## config.mk

```make
export PLATFORM = sky130hd
export DESIGN_NAME = hps_spi_bridge
export DESIGN_NICKNAME = d
export VERILOG_FILES = /design/src/rtl/hps_if_pkg.sv /design/src/rtl/hps_spi_rx_fifo.sv /design/src/rtl/hps_spi_bridge.sv
export SDC_FILE = /design/constraint.sdc
export NUM_CORES = 1
export LEC_CHECK = 0
export BUFFER_PORTS_ARGS = -buffer_cell sky130_fd_sc_hd__buf_4
export CORE_ASPECT_RATIO = 1.2
export CORE_MARGIN = 4
export CORE_UTILIZATION = 50
export DETAILED_ROUTE_END_ITERATION = 8
export GPL_TIMING_DRIVEN = 0
export PLACE_DENSITY = 0.71
export SLEW_MARGIN = 20
export SYNTH_ARGS = -nofsm -noshare
export SYNTH_HDL_FRONTEND = slang
export SYNTH_SLANG_ARGS = --single-unit
export TNS_END_PERCENT = 20
```

## constraint.sdc

```tcl
create_clock -name sys_clk -period 4.5 [get_ports sys_clk]
set_input_delay 0.9 -clock sys_clk [delete_from_list [all_inputs] [get_ports sys_clk]]
set_output_delay 0.9 -clock sys_clk [all_outputs]
set_load 0.03 [all_outputs]
```

## src/rtl/hps_if_pkg.sv

```systemverilog
// Shared definitions for the HPS<->FPGA SPI bridge: gp_out field layout,
// default widths and the supported SPI mode.
package hps_if_pkg;

    localparam int unsigned GP_W_DEFAULT = 32;

    typedef enum logic [1:0] {
        SPI_MODE_0 = 2'd0,
        SPI_MODE_1 = 2'd1,
        SPI_MODE_2 = 2'd2,
        SPI_MODE_3 = 2'd3
    } spi_mode_e;

    // The bridge samples MOSI on rising SCK and shifts MISO on falling SCK.
    localparam spi_mode_e SPI_MODE = SPI_MODE_0;

    // gp_out layout: {0.., overflow, frame_act, status, rx_data}
    function automatic int unsigned gp_status_lsb(input int unsigned word_w);
        return word_w;
    endfunction

    function automatic int unsigned gp_frame_bit(input int unsigned word_w,
                                                 input int unsigned status_w);
        return word_w + status_w;
    endfunction

    function automatic int unsigned gp_ovf_bit(input int unsigned word_w,
                                               input int unsigned status_w);
        return word_w + status_w + 1;
    endfunction

endpackage

```

## src/rtl/hps_spi_rx_fifo.sv

```systemverilog
// RX word FIFO, first-word fall-through. The head is registered and a
// look-ahead copy (head_nxt) is exported so the parent can pack it into
// other registered outputs in the same cycle. On a full FIFO a simultaneous
// pop makes room for the push.
module hps_spi_rx_fifo #(
    parameter int unsigned WORD_W     = 16,
    parameter int unsigned FIFO_DEPTH = 4
) (
    input  logic              clk,
    input  logic              rst_n,
    input  logic              push,
    input  logic [WORD_W-1:0] push_data,
    input  logic              pop_req,
    output logic [WORD_W-1:0] head,
    output logic [WORD_W-1:0] head_nxt,
    output logic              valid,
    output logic              push_ok,
    output logic              drop
);

    localparam int unsigned PTR_W = $clog2(FIFO_DEPTH);
    localparam int unsigned CNT_W = PTR_W + 1;
    localparam logic [CNT_W-1:0] FULL_CNT = CNT_W'(FIFO_DEPTH);

    if (FIFO_DEPTH < 2 || (FIFO_DEPTH & (FIFO_DEPTH - 1)) != 0) begin : g_chk_depth
        $error("hps_spi_rx_fifo: FIFO_DEPTH must be a power of 2 and at least 2");
    end

    logic [WORD_W-1:0] mem [FIFO_DEPTH];
    logic [PTR_W-1:0]  rd_ptr;
    logic [PTR_W-1:0]  wr_ptr;
    logic [PTR_W-1:0]  rd_nxt;
    logic [CNT_W-1:0]  count;
    logic [CNT_W-1:0]  count_nxt;
    logic              full;
    logic              pop;

    assign valid = (count != '0);

    // Push/pop arbitration and look-ahead of the head entry.
    always_comb begin
        full      = (count == FULL_CNT);
        pop       = valid & pop_req;
        push_ok   = push & (~full | pop);
        drop      = push & full & ~pop;
        rd_nxt    = pop ? rd_ptr + PTR_W'(1) : rd_ptr;
        // The slot about to become head may be the one written this cycle.
        head_nxt  = (push_ok && (wr_ptr == rd_nxt)) ? push_data : mem[rd_nxt];
        count_nxt = count + CNT_W'(push_ok) - CNT_W'(pop);
    end

    // Storage, pointers, occupancy and registered head.
    always_ff @(posedge clk or negedge rst_n) begin
        if (!rst_n) begin
            for (int unsigned i = 0; i < FIFO_DEPTH; i++) begin
                mem[i] <= '0;
            end
            rd_ptr <= '0;
            wr_ptr <= '0;
            count  <= '0;
            head   <= '0;
        end else begin
            if (push_ok) begin
                mem[wr_ptr] <= push_data;
                wr_ptr      <= wr_ptr + PTR_W'(1);
            end
            rd_ptr <= rd_nxt;
            count  <= count_nxt;
            head   <= head_nxt;
        end
    end

endmodule

```

## src/rtl/hps_spi_bridge.sv

```systemverilog
// HPS<->FPGA SPI bridge: mode-0 SPI slave oversampled in sys_clk, RX words
// buffered in a FWFT FIFO, TX word resampled at every word boundary, and
// status packed into gp_out above the FIFO head.
module hps_spi_bridge
    import hps_if_pkg::*;
#(
    parameter int unsigned WORD_W     = 16,
    parameter int unsigned FIFO_DEPTH = 4,
    parameter int unsigned STATUS_W   = 3,
    parameter int unsigned GP_W       = GP_W_DEFAULT
) (
    input  logic                sys_clk,
    input  logic                reset_n,
    input  logic                spi_clk,
    input  logic                spi_cs,
    input  logic                spi_mosi,
    output logic                spi_miso,
    input  logic [WORD_W-1:0]   tx_data,
    output logic [WORD_W-1:0]   rx_data,
    output logic                rx_valid,
    input  logic                rx_ready,
    output logic                io_strobe,
    output logic                frame_act,
    output logic                overflow,
    input  logic                ovf_clr,
    input  logic [STATUS_W-1:0] status,
    output logic [GP_W-1:0]     gp_out
);

    localparam int unsigned CNT_W         = $clog2(WORD_W);
    localparam logic [CNT_W-1:0] LAST_BIT = CNT_W'(WORD_W - 1);
    localparam int unsigned GP_STATUS_LSB = gp_status_lsb(WORD_W);
    localparam int unsigned GP_FRAME_BIT  = gp_frame_bit(WORD_W, STATUS_W);
    localparam int unsigned GP_OVF_BIT    = gp_ovf_bit(WORD_W, STATUS_W);

    if (WORD_W < 8) begin : g_chk_word
        $error("hps_spi_bridge: WORD_W must be at least 8");
    end
    if (WORD_W + STATUS_W + 2 > GP_W) begin : g_chk_gp
        $error("hps_spi_bridge: GP_W too small for WORD_W+STATUS_W+2");
    end

    logic [2:0]        clk_sync;
    logic [2:0]        cs_sync;
    logic [1:0]        mosi_sync;
    logic              rise_e, fall_e, cs_fall_e, cs_rise_e, mosi_s;

    logic [CNT_W-1:0]  bit_cnt, bit_nxt;
    logic [WORD_W-1:0] rx_sh, rx_sh_nxt;
    logic [WORD_W-1:0] tx_sh, tx_sh_nxt;
    logic              reload_pend, reload_nxt;
    logic              seen_rise, seen_nxt;
    logic              frame_nxt;
    logic              ovf_nxt;
    logic              push;
    logic [WORD_W-1:0] push_word;
    logic [GP_W-1:0]   gp_nxt;

    logic [WORD_W-1:0] head_nxt;
    logic              push_ok;
    logic              drop;

    // Two-flop synchronisers; the extra stage on clk/cs feeds edge detection.
    always_ff @(posedge sys_clk or negedge reset_n) begin
        if (!reset_n) begin
            clk_sync  <= '0;
            cs_sync   <= '0;
            mosi_sync <= '0;
        end else begin
            clk_sync  <= {clk_sync[1:0], spi_clk};
            cs_sync   <= {cs_sync[1:0], spi_cs};
            mosi_sync <= {mosi_sync[0], spi_mosi};
        end
    end

    assign rise_e    =  clk_sync[1] & ~clk_sync[2];
    assign fall_e    = ~clk_sync[1] &  clk_sync[2];
    assign cs_fall_e = ~cs_sync[1]  &  cs_sync[2];
    assign cs_rise_e =  cs_sync[1]  & ~cs_sync[2];
    assign mosi_s    =  mosi_sync[1];
    assign push_word = {rx_sh[WORD_W-2:0], mosi_s};
    assign spi_miso  = frame_act & tx_sh[WORD_W-1];

    // Next-state for the SPI engine; computed combinationally so gp_out can
    // be registered alongside the state it mirrors.
    always_comb begin
        frame_nxt  = frame_act;
        bit_nxt    = bit_cnt;
        rx_sh_nxt  = rx_sh;
        tx_sh_nxt  = tx_sh;
        reload_nxt = reload_pend;
        seen_nxt   = seen_rise;
        push       = 1'b0;
        if (cs_fall_e) begin
            tx_sh_nxt  = tx_data;
            bit_nxt    = '0;
            frame_nxt  = 1'b1;
            reload_nxt = 1'b0;
            seen_nxt   = 1'b0;
        end else if (cs_rise_e) begin
            bit_nxt    = '0;
            frame_nxt  = 1'b0;
            reload_nxt = 1'b0;
            seen_nxt   = 1'b0;
        end else if (frame_act) begin
            if (rise_e) begin
                rx_sh_nxt = push_word;
                seen_nxt  = 1'b1;
                if (bit_cnt == LAST_BIT) begin
                    push       = 1'b1;
                    bit_nxt    = '0;
                    reload_nxt = 1'b1;
                end else begin
                    bit_nxt = bit_cnt + CNT_W'(1);
                end
            end else if (fall_e && seen_rise) begin
                // Mode 0: the MSB is already on MISO before the first rise.
                if (reload_pend) begin
                    tx_sh_nxt  = tx_data;
                    reload_nxt = 1'b0;
                end else begin
                    tx_sh_nxt = tx_sh << 1;
                end
            end
        end

        if (drop) begin
            ovf_nxt = 1'b1;
        end else if (ovf_clr) begin
            ovf_nxt = 1'b0;
        end else begin
            ovf_nxt = overflow;
        end

        gp_nxt                                = '0;
        gp_nxt[WORD_W-1:0]                    = head_nxt;
        gp_nxt[GP_STATUS_LSB +: STATUS_W]     = status;
        gp_nxt[GP_FRAME_BIT]                  = frame_nxt;
        gp_nxt[GP_OVF_BIT]                    = ovf_nxt;
    end

    // SPI engine state, sticky overflow, strobe and packed status register.
    always_ff @(posedge sys_clk or negedge reset_n) begin
        if (!reset_n) begin
            frame_act   <= 1'b0;
            bit_cnt     <= '0;
            rx_sh       <= '0;
            tx_sh       <= '0;
            reload_pend <= 1'b0;
            seen_rise   <= 1'b0;
            overflow    <= 1'b0;
            io_strobe   <= 1'b0;
            gp_out      <= '0;
        end else begin
            frame_act   <= frame_nxt;
            bit_cnt     <= bit_nxt;
            rx_sh       <= rx_sh_nxt;
            tx_sh       <= tx_sh_nxt;
            reload_pend <= reload_nxt;
            seen_rise   <= seen_nxt;
            overflow    <= ovf_nxt;
            io_strobe   <= push_ok;
            gp_out      <= gp_nxt;
        end
    end

    hps_spi_rx_fifo #(
        .WORD_W     (WORD_W),
        .FIFO_DEPTH (FIFO_DEPTH)
    ) u_rx_fifo (
        .clk       (sys_clk),
        .rst_n     (reset_n),
        .push      (push),
        .push_data (push_word),
        .pop_req   (rx_ready),
        .head      (rx_data),
        .head_nxt  (head_nxt),
        .valid     (rx_valid),
        .push_ok   (push_ok),
        .drop      (drop)
    );

endmodule

```

; Word level (Yosys, flattened, before mapping)
; Cells that the tools add are included.
[op_classes]
n_addsub = 5
order_cmp = 3
eq_ne = 6
n_mux = 38
bitwise_logic = 20
n_reduce_logical = 13
[ops]
columns = cell, n
row1 = two-way mux 16 bit, 10
row2 = bitwise mux 64 bit, 1
row3 = binary-select mux 16 bit (select 2 bit), 1
row4 = demux 16 bit (select 2 bit), 1
row5 = two-way mux 4 bit, 5
row6 = two-way mux 1 bit, 19
row7 = bitwise AND 1 bit, 9
row8 = nonzero test 3 bit, 3
row9 = inverter 1 bit, 8
row10 = AND reduction 4 bit, 2
row11 = greater-or-equal comparator 3 bit (second input constant), 2
row12 = inverter 2 -> 3 bit, 2
row13 = adder 2 x 1 -> 2 bit (second input constant), 2
row14 = adder 4 x 1 -> 4 bit (second input constant), 1
row15 = equality test 4 bit (second input constant), 1
row16 = inequality test 4 x 1 -> 1 bit (second input constant), 1
row17 = nonzero test 2 bit, 2
row18 = nonzero test 4 bit, 1
row19 = adder 3 x 1 -> 3 bit, 1
row20 = equality test 3 bit (second input constant), 1
row21 = logical AND 1 bit, 3
row22 = < comparator 3 x 1 -> 1 bit (second input constant), 1
row23 = AND reduction 3 bit, 1
row24 = subtractor 3 x 1 -> 3 bit, 1
row25 = 6 further kinds, 6
[word_totals]
reg_bits = 156
output_inout_bits = 53
elab_cells = 105

; Logic depth before layout (Yosys ltp)
[logic_depth]
ltp_word = 9
mapped_depth = 10

; Cells and area by module
; Synthesis repeated with hierarchy kept, for this count alone.
[hier_totals]
hier_cells = 564
hier_area_um2 = 7285.7
[modules_own_cells]
columns = module, n_inst, cells_each, area_per_inst_um2, seq_area_each_um2
row1 = hps_spi_rx_fifo, 1, 395, 4631.9, 2177.1
row2 = hps_spi_bridge, 1, 169, 2653.8, 1676.6

; Worst setup path after synthesis
; No wires, ideal clock.
[synth_timing]
path_kind = input port to flip-flop
from = input rx_ready
to = register u_rx_fifo.count[2]
setup_ns = 0.123
arrival_ns = 2.312
t_required_ns = 4.377
path_slack_ns = 2.066
stages = 8
n_path_buf = 1
cell_sequence = o31ai_4 inv_2 buf_1 ha_1 inv_1 ha_1 fa_1 xnor2_1
[synth_between]
elab_chain_len = 5
[synth_rtl]
columns = item, line_no
row1 = from (decl), hps_spi_bridge.sv:21  ; input logic rx_ready,
row2 = bitwise AND 1 bit (*), hps_spi_rx_fifo.sv:43  ; pop = valid & pop_req;
row3 = bitwise OR 1 bit, hps_spi_rx_fifo.sv:44  ; push_ok = push & (~full | pop);
row4 = bitwise AND 1 bit, hps_spi_rx_fifo.sv:44
row5 = adder 3 x 1 -> 3 bit, hps_spi_rx_fifo.sv:49  ; count_nxt = count + CNT_W'(push_ok) - CNT_W'(pop);
row6 = subtractor 3 x 1 -> 3 bit (*), hps_spi_rx_fifo.sv:49
row7 = net u_rx_fifo.count_nxt[2], hps_spi_rx_fifo.sv:34  ; logic [CNT_W-1:0] count_nxt;
row8 = to (signal assigned), hps_spi_rx_fifo.sv:68  ; count <= count_nxt;
row9 = to (decl), hps_spi_rx_fifo.sv:33  ; logic [CNT_W-1:0] count;
; Mark *: on every way through the listed nets, which the timed path passes. The rest lies on a longest branch.
; A chain may end at the register's enable or synchronous reset.

; Worst setup path in the final report
[layout_timing]
from = register u_rx_fifo.count[0]
to = register u_rx_fifo.count[2]
[layout_between]
elab_chain_len = 6
[layout_rtl]
columns = item, line_no
row1 = nonzero test 3 bit / equality test 3 bit (equally long branches), "hps_spi_rx_fifo.sv:38, hps_spi_rx_fifo.sv:42"
row2 = bitwise AND 1 bit / inverter 1 bit (equally long branches), "hps_spi_rx_fifo.sv:43, hps_spi_rx_fifo.sv:44"
row3 = bitwise OR 1 bit, hps_spi_rx_fifo.sv:44
row4 = bitwise AND 1 bit, hps_spi_rx_fifo.sv:44
row5 = adder 3 x 1 -> 3 bit, hps_spi_rx_fifo.sv:49
row6 = subtractor 3 x 1 -> 3 bit (*), hps_spi_rx_fifo.sv:49
row7 = net u_rx_fifo.count_nxt[2], hps_spi_rx_fifo.sv:34
; Marked as above.

==> results by group <==
Setup path
  • Worst Setup End Kind: flip-flop
  • Startpoint types: flip-flop
  • R2r worst-path depth: 8
  • R2r endpoint: u_rx_fifo.count[2]
  • Crit path arrival time: 3.09 ns
  • CP max FO: 10
  • Critical path class: flip-flop to flip-flop
  • Critical Path RT: 4.81 ns
  • Flop-to-flop setup slack: 1.72 ns
  • Critical register-to-register path startpoint: u_rx_fifo.count[0]

Timing
  • Clock Skew: 0.0121 ns
  • Final setup vio count: 0
  • Slew margin rel.: 36.4%
  • Setup TNS: 0 ns
  • Fmax: 360 MHz
  • Fin. Hold Viols: 0
  • Slew Viols, Final: 0
  • Minimum clock period: 2.78 ns
  • Final setup margin: 1.72 ns
  • RSZ-0062 raised after global routing: no
  • Least-Margin Pin Slew: 0.954 ns
  • Final period utilization: 61.8%

Clocking
  • Clock-pin slew on the worst setup and hold paths: 0.06 ns
  • Clock sink count: 138
  • Clk Latency, worst-skew pair: 0.43 ns
  • # Post-CTS Setup Buffers: 0
  • PostCTS Resize Cnt: 0
  • H-tree depth reported by CTS: 4
  • CTS buffer count: 17
  • CTS max path bufs: 2
  • Clock root buffer master: clkbuf_16
  • Hold buffer count at cts: 0
  • TritonCTS clock tree: built

Place
  • Hpwl dp: 11.1 mm
  • Pre-CTS setup slack: 1.56 ns
  • GP Congestion: 0.848
  • Buffers on Ports: 67

Finish
  • Filler cells: 1048
  • Area Overhead vs Synth: 21.1%
  • Nets: 743
  • N_diodes: 0
  • Share of cells above drive strength 1: 32.0%

GRT
  • Total congestion overflow: 0
  • Global-route wire length before repair: 27.1 mm
  • Initial antenna violation count: 0
  • Total track usage: 22.6%
  • Vias in the first global route: 5366
  • Largest net degree at the start of global routing: 85

Status
  • Status: finished clean

Power
  • Leak: 4.13 nW
  • P_int: 2.41 mW
  • Flop pwr share: 44.5%
  • Switching part of the total: 22.3%
  • Power Density: 377 mW/mm²
  • Switching power: 694 µW
  • Clk pwr share: 48.9%
  • Comb pwr share: 6.5%
  • IR drop worst, VDD: 0.000248 V

Worst hold path
  • Min-delay src: mosi_sync[0]
  • HP Class: flip-flop to flip-flop
  • Hold endpoint: mosi_sync[1]
  • Hold Crit Depth: 0

Synthesis
  • Leading area contributor after synthesis: dfrtp_1
  • Area contributors post-synth: dfrtp_1 51%, mux2_2 13%, mux2i_1 6.6%
  • Post-Syn Area: 0.00681 mm²
  • Sequential element share of the synthesized area: 50.7%
  • Post-synthesis sequential element count: 138
  • Syn Inst Count: 610
  • Ys Warns: 0
  • Synth Area per Inst: 11.2 µm²
  • Distinct cell type count after synthesis: 41
  • Share of the synthesized area in the top cell type: 50.7%

Route
  • DR pass1 iterations: 5
  • DRC Markers: 0
  • Post-Route WL: 16.7 mm
  • Post-route ant nets: 0
  • Via density: 5.83
  • Total vias in the final route: 5170
  • Wire per inst: 18.9 µm
  • Drt initial violations: 436

Floorplanning
  • Core box area: 0.0133 mm²
  • Rows: 46
  • # IOs: 79
  • Die area: 0.0156 mm²
  • Starting Density: 51.2%
  • Die X: 115 µm
  • Die Ht: 136 µm

Flow run
  • Max cap viols: 0
cell usage in the layout, fill, tap and decap left out, types with 2 or more instances in the layout:
cell,netlist,final
dfrtp_1,138,138
buf_4,29,95
mux2_2,79,79
o21ai_0,64,64
mux2i_1,45,45
nor3_1,34,34
o211ai_1,31,31
nand2_1,29,29
clkbuf_1,26,26
nor2_1,24,24
nand3_1,19,19
a21oi_1,19,19
clkbuf_16,0,17
inv_1,11,11
conb_1,1,11
ha_1,9,9
buf_2,8,8
xnor2_1,5,5
bufinv_16,0,5
nor4_1,4,4
nand2_2,4,4
clkinv_2,0,4
xor2_1,3,3
o21ai_1,3,3
buf_6,3,3
clkbuf_8,1,3
nand3b_1,2,2
buf_1,2,2
or3_1,2,2
flip-flops by register name, indices dropped and copies added (netlist names), 3 cells and up:
name             flops
bit_cnt              4
u_rx_fifo.mem       64
cs_sync              3
u_rx_fifo.head      15
tx_sh               16
clk_sync             3
rx_sh               15
u_rx_fifo.count      3
gp_out               5
power groups by stage:
stage | registers (mW) | clock network, mW | logic, mW
2_1_floorplan | 1.38 | 0 | 0.129
3_3_place_gp | 1.40 | 0 | 0.196
3_5_place_dp | 1.40 | 0 | 0.206
4_1_cts | 1.38 | 1.54 | 0.206
5_1_grt | 1.40 | 1.60 | 0.230
6_report | 1.38 | 1.52 | 0.203
cell type report:
class / instances / area, µm² / share of cell area [%]
sequential: 138 / 3450 / 41.9
multi-input combinational: 400 / 2940 / 35.6
timing repair buffer: 68 / 538 / 6.53
clock buffer: 19 / 453 / 5.49
buffer: 70 / 415 / 5.04
tap: 168 / 210 / 2.55
clock inverter: 12 / 195 / 2.37
inverter: 12 / 45.0 / 0.546
cells by family (layout without fill, tap and decap cells):
family                   Yosys count  in the layout  synth area share (%)
other                              1             11                0.0551
flip-flops                       138            138                  50.7
buffers and inverters             82            181                  6.76
multiplexers                     124            124                  19.7
AND/OR/NAND/NOR                  126            126                  9.18
AO/OA/AOI/OAI                    120            120                  10.3
adder cells (fa/ha/maj)           10             10                  1.95
XOR/XNOR                           9              9                  1.36
Yosys cell counts, drive strengths merged:
| cell type | n |
|---|---|
| and4b | 1 |
| o211ai | 31 |
| xor2 | 3 |
| nand2 | 33 |
| or3 | 2 |
| ha | 9 |
| nand3 | 19 |
| o31ai | 1 |
| o311a | 1 |
| inv | 12 |
| a21o | 1 |
| nor4b | 2 |
| and3b | 1 |
| clkbuf | 28 |
| mux2i | 45 |
| dfrtp | 138 |
| nand3b | 2 |
| nor4 | 5 |
| nor3 | 34 |
| xnor3 | 1 |
| or2 | 1 |
| and3 | 1 |
| nor2 | 24 |
| mux2 | 79 |
| o21ai | 67 |
| xnor2 | 5 |
| conb | 1 |
| and2 | 1 |
| fa | 1 |
| buf | 42 |
| a21oi | 19 |
routing by layer:
metal / vias up / track usage (%) / wire, µm
met4: 0 / 13.1 / 626
met1: 2517 / 27.1 / 6480
li1: 2333 / - / -
met2: 253 / 36.6 / 8380
met3: 67 / 5.79 / 1250
met5: - / 0 / 0
worst max path at each step:
| stage | start | slack, ns | cells past startpoint | endpoint |
|---|---|---|---|---|
| CTS | u_rx_fifo.count[0] | 1.76 | 8 | u_rx_fifo.count[2] |
| global route | u_rx_fifo.count[0] | 1.62 | 8 | u_rx_fifo.count[2] |
| global placement | rx_ready | 1.59 | 9 | u_rx_fifo.count[2] |
| floorplan | rx_ready | 2.07 | 8 | u_rx_fifo.count[2] |
| finish | u_rx_fifo.count[0] | 1.72 | 8 | u_rx_fifo.count[2] |
| detailed placement | rx_ready | 1.56 | 9 | u_rx_fifo.count[2] |
critical path: stages (launching register included):
cell	delay, ns
dfrtp_1	0.45
o31ai_4	0.51
inv_2	0.20
buf_1	0.37
ha_1	0.40
inv_1	0.04
ha_1	0.18
fa_1	0.38
xnor2_1	0.14
through the flow:
step | hold slack, ns | util, % | instance area, µm² | instances | total power, mW
2_1_floorplan | 0.331 | - | 6850 | 620 | 1.51
3_3_place_gp | 0.334 | 56.9 | 7560 | 855 | 1.59
3_5_place_dp | 0.335 | 57.1 | 7600 | 856 | 1.61
4_1_cts | 0.348 | 62.0 | 8250 | 887 | 3.13
5_1_grt | 0.358 | 62.0 | 8250 | 887 | 3.22
6_report | 0.346 | 62.0 | 8250 | 887 | 3.11
Note: power is estimated with default switching activity, not from simulation.
